--- src/rtl/risc_pkg.sv ---
// Shared definitions for the multicycle RISC core: default widths and the
// LM/SM sequencer state encoding.
package risc_pkg;

  localparam int ADDR_W_DEF = 16;
  localparam int DATA_W_DEF = 16;
  localparam int NREG_DEF   = 8;
  localparam int REG_IDX_W  = $clog2(NREG_DEF);

  typedef enum logic [1:0] {
    IDLE  = 2'd0,
    ISSUE = 2'd1,
    WB    = 2'd2,
    DONE  = 2'd3
  } lmsm_state_t;

endpackage

--- src/rtl/lsb_prio_enc.sv ---
// Lowest-set-bit finder: idx is the position of the least significant 1 in
// vec, any flags that at least one bit is set (idx reads 0 when none is).
module lsb_prio_enc #(
  parameter int NREG  = 8,
  parameter int IDX_W = $clog2(NREG)
) (
  input  logic [NREG-1:0]  vec,
  output logic [IDX_W-1:0] idx,
  output logic             any
);

  // Scan from the top down so the lowest set bit is the last one to win.
  always_comb begin
    idx = '0;
    for (int i = NREG - 1; i >= 0; i--) begin
      idx = vec[i] ? IDX_W'(i) : idx;
    end
    any = |vec;
  end

endmodule

--- src/rtl/lmsm_sequencer.sv ---
// Load-Multiple / Store-Multiple sequencer. Walks the set bits of a latched
// register list in ascending order, one memory transfer per register, and
// writes loaded data back to the register file in a separate WB cycle.
module lmsm_sequencer
  import risc_pkg::*;
#(
  parameter int ADDR_W = ADDR_W_DEF,
  parameter int DATA_W = DATA_W_DEF,
  parameter int NREG   = NREG_DEF
) (
  input  logic                    clk,
  input  logic                    rst_n,
  input  logic                    start,
  input  logic                    is_store,
  input  logic [ADDR_W-1:0]       base_addr,
  input  logic [NREG-1:0]         reg_list,
  output logic                    busy,
  output logic                    done,
  output logic                    mem_req,
  output logic                    mem_we,
  output logic [ADDR_W-1:0]       mem_addr,
  output logic [DATA_W-1:0]       mem_wdata,
  input  logic                    mem_ack,
  input  logic [DATA_W-1:0]       mem_rdata,
  output logic [$clog2(NREG)-1:0] rf_raddr,
  input  logic [DATA_W-1:0]       rf_rdata,
  output logic                    rf_we,
  output logic [$clog2(NREG)-1:0] rf_waddr,
  output logic [DATA_W-1:0]       rf_wdata
);

  localparam int IDX_W = $clog2(NREG);

  lmsm_state_t       state_r, state_next_s;
  logic [NREG-1:0]   mask_r, mask_next_s, mask_clr_s;
  logic [ADDR_W-1:0] addr_r, addr_next_s;
  logic              is_store_r, is_store_next_s;
  logic              left_s;
  logic [IDX_W-1:0]  idx_s;
  logic              any_s;

  logic              busy_r, done_r, mem_req_r, mem_we_r, rf_we_r;
  logic [ADDR_W-1:0] mem_addr_r;
  logic [IDX_W-1:0]  rf_raddr_r, rf_waddr_r;
  logic [DATA_W-1:0] rf_wdata_r, mem_wdata_s;
  logic              rf_we_next_s;
  logic [IDX_W-1:0]  rf_waddr_next_s;
  logic [DATA_W-1:0] rf_wdata_next_s;

  // rf_raddr_r always holds the register being transferred while in ISSUE.
  assign mask_clr_s = mask_r & ~(NREG'(1) << rf_raddr_r);
  assign left_s     = |mask_clr_s;

  // Next register is picked from the mask the sequencer is about to hold.
  lsb_prio_enc #(
    .NREG  (NREG),
    .IDX_W (IDX_W)
  ) u_prio_enc (
    .vec (mask_next_s),
    .idx (idx_s),
    .any (any_s)
  );

  // Next-state and next-output decode for the transfer loop.
  always_comb begin
    state_next_s    = state_r;
    mask_next_s     = mask_r;
    addr_next_s     = addr_r;
    is_store_next_s = is_store_r;
    rf_we_next_s    = 1'b0;
    rf_waddr_next_s = '0;
    rf_wdata_next_s = '0;
    case (state_r)
      IDLE: begin
        if (start) begin
          is_store_next_s = is_store;
          addr_next_s     = base_addr;
          mask_next_s     = reg_list;
          state_next_s    = (|reg_list) ? ISSUE : DONE;
        end else begin
          state_next_s = IDLE;
        end
      end
      ISSUE: begin
        if (mem_ack) begin
          mask_next_s = mask_clr_s;
          addr_next_s = addr_r + ADDR_W'(1);
          if (is_store_r) begin
            state_next_s = left_s ? ISSUE : DONE;
          end else begin
            state_next_s    = WB;
            rf_we_next_s    = 1'b1;
            rf_waddr_next_s = rf_raddr_r;
            rf_wdata_next_s = mem_rdata;
          end
        end else begin
          state_next_s = ISSUE;
        end
      end
      WB:      state_next_s = (|mask_r) ? ISSUE : DONE;
      DONE:    state_next_s = IDLE;
      default: state_next_s = IDLE;
    endcase
  end

  // State, working registers and registered outputs; reset aborts everything.
  always_ff @(posedge clk) begin
    if (!rst_n) begin
      state_r    <= IDLE;
      mask_r     <= '0;
      addr_r     <= '0;
      is_store_r <= 1'b0;
      busy_r     <= 1'b0;
      done_r     <= 1'b0;
      mem_req_r  <= 1'b0;
      mem_we_r   <= 1'b0;
      mem_addr_r <= '0;
      rf_raddr_r <= '0;
      rf_we_r    <= 1'b0;
      rf_waddr_r <= '0;
      rf_wdata_r <= '0;
    end else begin
      state_r    <= state_next_s;
      mask_r     <= mask_next_s;
      addr_r     <= addr_next_s;
      is_store_r <= is_store_next_s;
      busy_r     <= (state_next_s != IDLE);
      done_r     <= (state_next_s == DONE);
      mem_req_r  <= (state_next_s == ISSUE);
      mem_we_r   <= (state_next_s == ISSUE) && is_store_next_s;
      mem_addr_r <= (state_next_s == ISSUE) ? addr_next_s : '0;
      rf_raddr_r <= ((state_next_s == ISSUE) && any_s) ? idx_s : '0;
      rf_we_r    <= rf_we_next_s;
      rf_waddr_r <= rf_waddr_next_s;
      rf_wdata_r <= rf_wdata_next_s;
    end
  end

  // Store data comes straight from the combinational-read register file.
  always_comb begin
    if ((state_r == ISSUE) && is_store_r) begin
      mem_wdata_s = rf_rdata;
    end else begin
      mem_wdata_s = '0;
    end
  end

  assign busy      = busy_r;
  assign done      = done_r;
  assign mem_req   = mem_req_r;
  assign mem_we    = mem_we_r;
  assign mem_addr  = mem_addr_r;
  assign mem_wdata = mem_wdata_s;
  assign rf_raddr  = rf_raddr_r;
  assign rf_we     = rf_we_r;
  assign rf_waddr  = rf_waddr_r;
  assign rf_wdata  = rf_wdata_r;

endmodule

--- config.mk ---
export PLATFORM = sky130hd
export DESIGN_NAME = lmsm_sequencer
export DESIGN_NICKNAME = d
export VERILOG_FILES = /design/src/rtl/risc_pkg.sv /design/src/rtl/lsb_prio_enc.sv /design/src/rtl/lmsm_sequencer.sv
export SDC_FILE = /design/constraint.sdc
export NUM_CORES = 1
export LEC_CHECK = 0
export ABC_AREA = 1
export CORE_UTILIZATION = 40
export DETAILED_ROUTE_END_ITERATION = 16
export PLACE_DENSITY = 0.83
export SYNTH_ARGS = -nofsm -noshare
export SYNTH_HDL_FRONTEND = slang
export SYNTH_SLANG_ARGS = --single-unit
--- constraint.sdc ---
create_clock -name clk -period 1.6 [get_ports clk]
set_input_delay 0.48 -clock clk [delete_from_list [all_inputs] [get_ports clk]]
set_output_delay 0.48 -clock clk [all_outputs]
set_load 0.05 [all_outputs]
==> flow_summary.toml <==
[worst_setup_path]
start_kind = "flip-flop"
critical-path-max-stage-delay_ns = 0.37
crit_start = "state_r[1]"
reg2reg_depth = 10
crit_fanout = 8
crit_chain = "inv_4 -> nand2_4 -> inv_8 -> nand2_8 -> nor2_4 -> buf_12"
cpMaxStageDelayCell = "dfxtp_4"
r2r-start = "state_r[1]"
cp-end-kind = "primary output"
cp.arrival_ns = 1.37
critPathKind = "reg -> out"
cp.required_ns = 1.12

[drt]
vias = 4312
route.met2.wl_um = 6990
wl_per_cell_um = 18.3
wl_met3_um = 1500
m1WireLength_um = 4720
routed_wl_um = 14100
post-route-drc-count = 0
dr.pass1.iters = 5
vias_per_cell = 5.59
routed.top_layer = "met4"
drt_iter0_drc = 390
antenna_left = 0

[logic_synthesis]
ys_seq_area_share_pct = 42.7
synth_xor_area_share_pct = 1.87
syn-cell-area_um2 = 3280
muxShareOfSynthArea_pct = 0
synth_simple_gate_area_share_pct = 31.9
synth_top_cell_by_area = "dfxtp_1"
yosysWarnings = 0
synth_top_family_by_area = "simple AND/OR/NAND/NOR gates"
synth_nets = 542
ys_types = 35
synth_cells = 480
synth-seq-cells = 70
synth_compound_area_share_pct = 10.7
syn_area_per_cell_um2 = 6.83
yosys.area_share.adder_pct = 0.382
yosysTopAreaCellShare_pct = 42.7
synth_top_cells_by_area = "dfxtp_1 43%, nor2_1 11%, nand2_1 10%, inv_1 8.8%, a21oi_1 3.7%"

[grt]
grt_remaining_overflow = 0
track_usage_pct = 27.3
grt_pass1_wl_um = 18100
grt_pass1_vias = 3825
grt_max_degree = 20
grt_antenna_before_repair = 0

[placement]
place.gp.congestion = 0.922
dp_slack_ns = -0.629
dpl_cell_area_um2 = 5590
hpwlAfterDp_um = 8070
io_buffers = 119

[sta]
rsz0062_at_grt = "true"
fmax_mhz = 541
setup_ws_ns = -0.247
period_minus_slack_ns = 1.85
tns_ns = -5.85
slew_violations = 0
fin_skew_ns = 0.00986
timing.final.crit_share_pct = 115
setup_viol = 58
hold_violations = 0
slew_headroom_pct = 72.6
tightest_slew_ns = 0.411

[final_layout]
ff_latch_area_um2 = 1430
drive_gt1_share_pct = 37.2
n_antenna_cell = 0
multi_input_area_um2 = 1940
nets = 727
syn_to_final_growth_pct = 94.4
design_area_um2 = 6370
n_fill_cell = 426

[floorplanning]
dieArea_um2 = 8560
ios = 120
rows = 32
core-area_um2 = 7850
die_y_um = 92.5
initial_core_util_pct = 41.8
die_x_um = 92.5

[clock_tree]
insertion_delay_ns = 0.36
clockBufferDepth = 2
cts_root_buf = "clkbuf_8"
ctsHoldBuffers = 0
cts_tree = "built"
path_clk_slew_ns = 0.07
htree_levels = 3
clock-sinks = 70
cts_buffers = 9

[power_and_ir_drop]
cellLeakagePower_nw = 2.78
vdd_drop_max_mv = 0.641
p_per_area_nw_per_um2 = 826

[min_path]
hp-class = "reg -> reg"
worstHoldPathCells = 2
min_from = "addr_r[4]"

[outcome]
violations = "setup timing"
status = "finished with violations"

[flow_run]
drv_cap = 0
[synth_stat cells, drive strengths merged]
master / count
or2: 1
o21bai: 1
nand3b: 1
nor4: 1
nor2: 109
inv: 86
buf: 8
clkbuf: 5
xor2: 7
o21ai: 27
o22ai: 1
o211ai: 2
a221o: 1
nand4: 5
dfxtp: 70
nor3b: 1
a221oi: 3
nand2: 91
a21oi: 25
nor3: 6
nand3: 26
a211oi: 2
ha: 1
[per-layer routing]
metal	global-route usage [%]	up-vias
met4	15.2	0
met1	29.4	1967
met5	0	-
met3	5.50	111
met2	49.3	379
li1	-	1855
[critical path: cells and delay by family, from the launching register on]
family / cells / cell delay (ns)
and+or+nand+nor: 3 / 0.32
DFF: 1 / 0.37
buffers and inverters: 3 / 0.31
[what timing repair did]
item                                   4_1_cts  5_1_grt
endpoints found under the hold margin        0        0
pin swaps                                    6       26
setup buffers                                5       10
setup endpoints to repair                   59       68
gates cloned                                 1        3
gates resized for setup                     23       89
[final timing paths]
path	endpoint	slack [ns]
min reg2reg	mem_addr[4]	0.62
max	mem_wdata[14]	-0.25
min	mem_addr[4]	0.62
max reg2reg	rf_raddr[1]	-0.14
[state kept, by name (all words and copies together) (netlist names)]
signal and cells:
rf_waddr 3, mem_req 1, addr_r 16, busy 1, mem_addr 16, mask_r 8, mem_we 1, rf_raddr 3
rf_we 1, rf_wdata 16, is_store_r 1, done 1, state_r 2
[power breakdown]
group	switching, mW	leakage, nW	total, mW	internal (mW)
clock network	0.690	0.0976	1.46	0.765
registers	0.138	0.579	2.00	1.87
logic	0.998	2.11	1.80	0.805
[cell type report]
class / instances / share of cell area [%]
repair buffers: 184 / 36.5
flip-flops and latches: 70 / 22.5
repair inverters: 2 / 0.236
clock buffers: 13 / 2.34
clock inverters: 3 / 0.687
multi-input cells: 312 / 30.4
well taps: 102 / 2.00
inverters: 86 / 5.42
[kinds of logic (layout without fill, tap and decap cells)]
logic type,after synthesis,count (layout)
xor+xnor,7,7
compound gates,62,62
simple gates,241,242
fa+ha+maj,1,1
flops,70,70
buf+inv,99,288
[through the flow]
step / hold slack (ns) / cells / utilization [%] / total power, mW
after detailed placement: 0.561 / 737 / 71.2 / 3.47
after global routing: 0.645 / 772 / 81.2 / 5.45
final: 0.620 / 772 / 81.2 / 5.26
after floorplan: 0.518 / 480 / - / 2.74
after global placement: 0.543 / 737 / 71.2 / 3.44
after CTS: 0.576 / 759 / 75.7 / 4.95
[placed cells by master, fill, tap and decap left out, drive strengths merged, types with 2 or more instances in the layout]
cell,count
o211ai,2
clkinv,2
nand2,92
nor2,109
o21ai,27
a211oi,2
buf,123
clkdlybuf4s50,58
a221oi,3
a21oi,25
xor2,7
nand4,5
clkbuf,15
inv,86
nor3,6
nand3,26
dfxtp,70
clkinvlp,2
No activity file was read; power rests on OpenSTA's default activity.
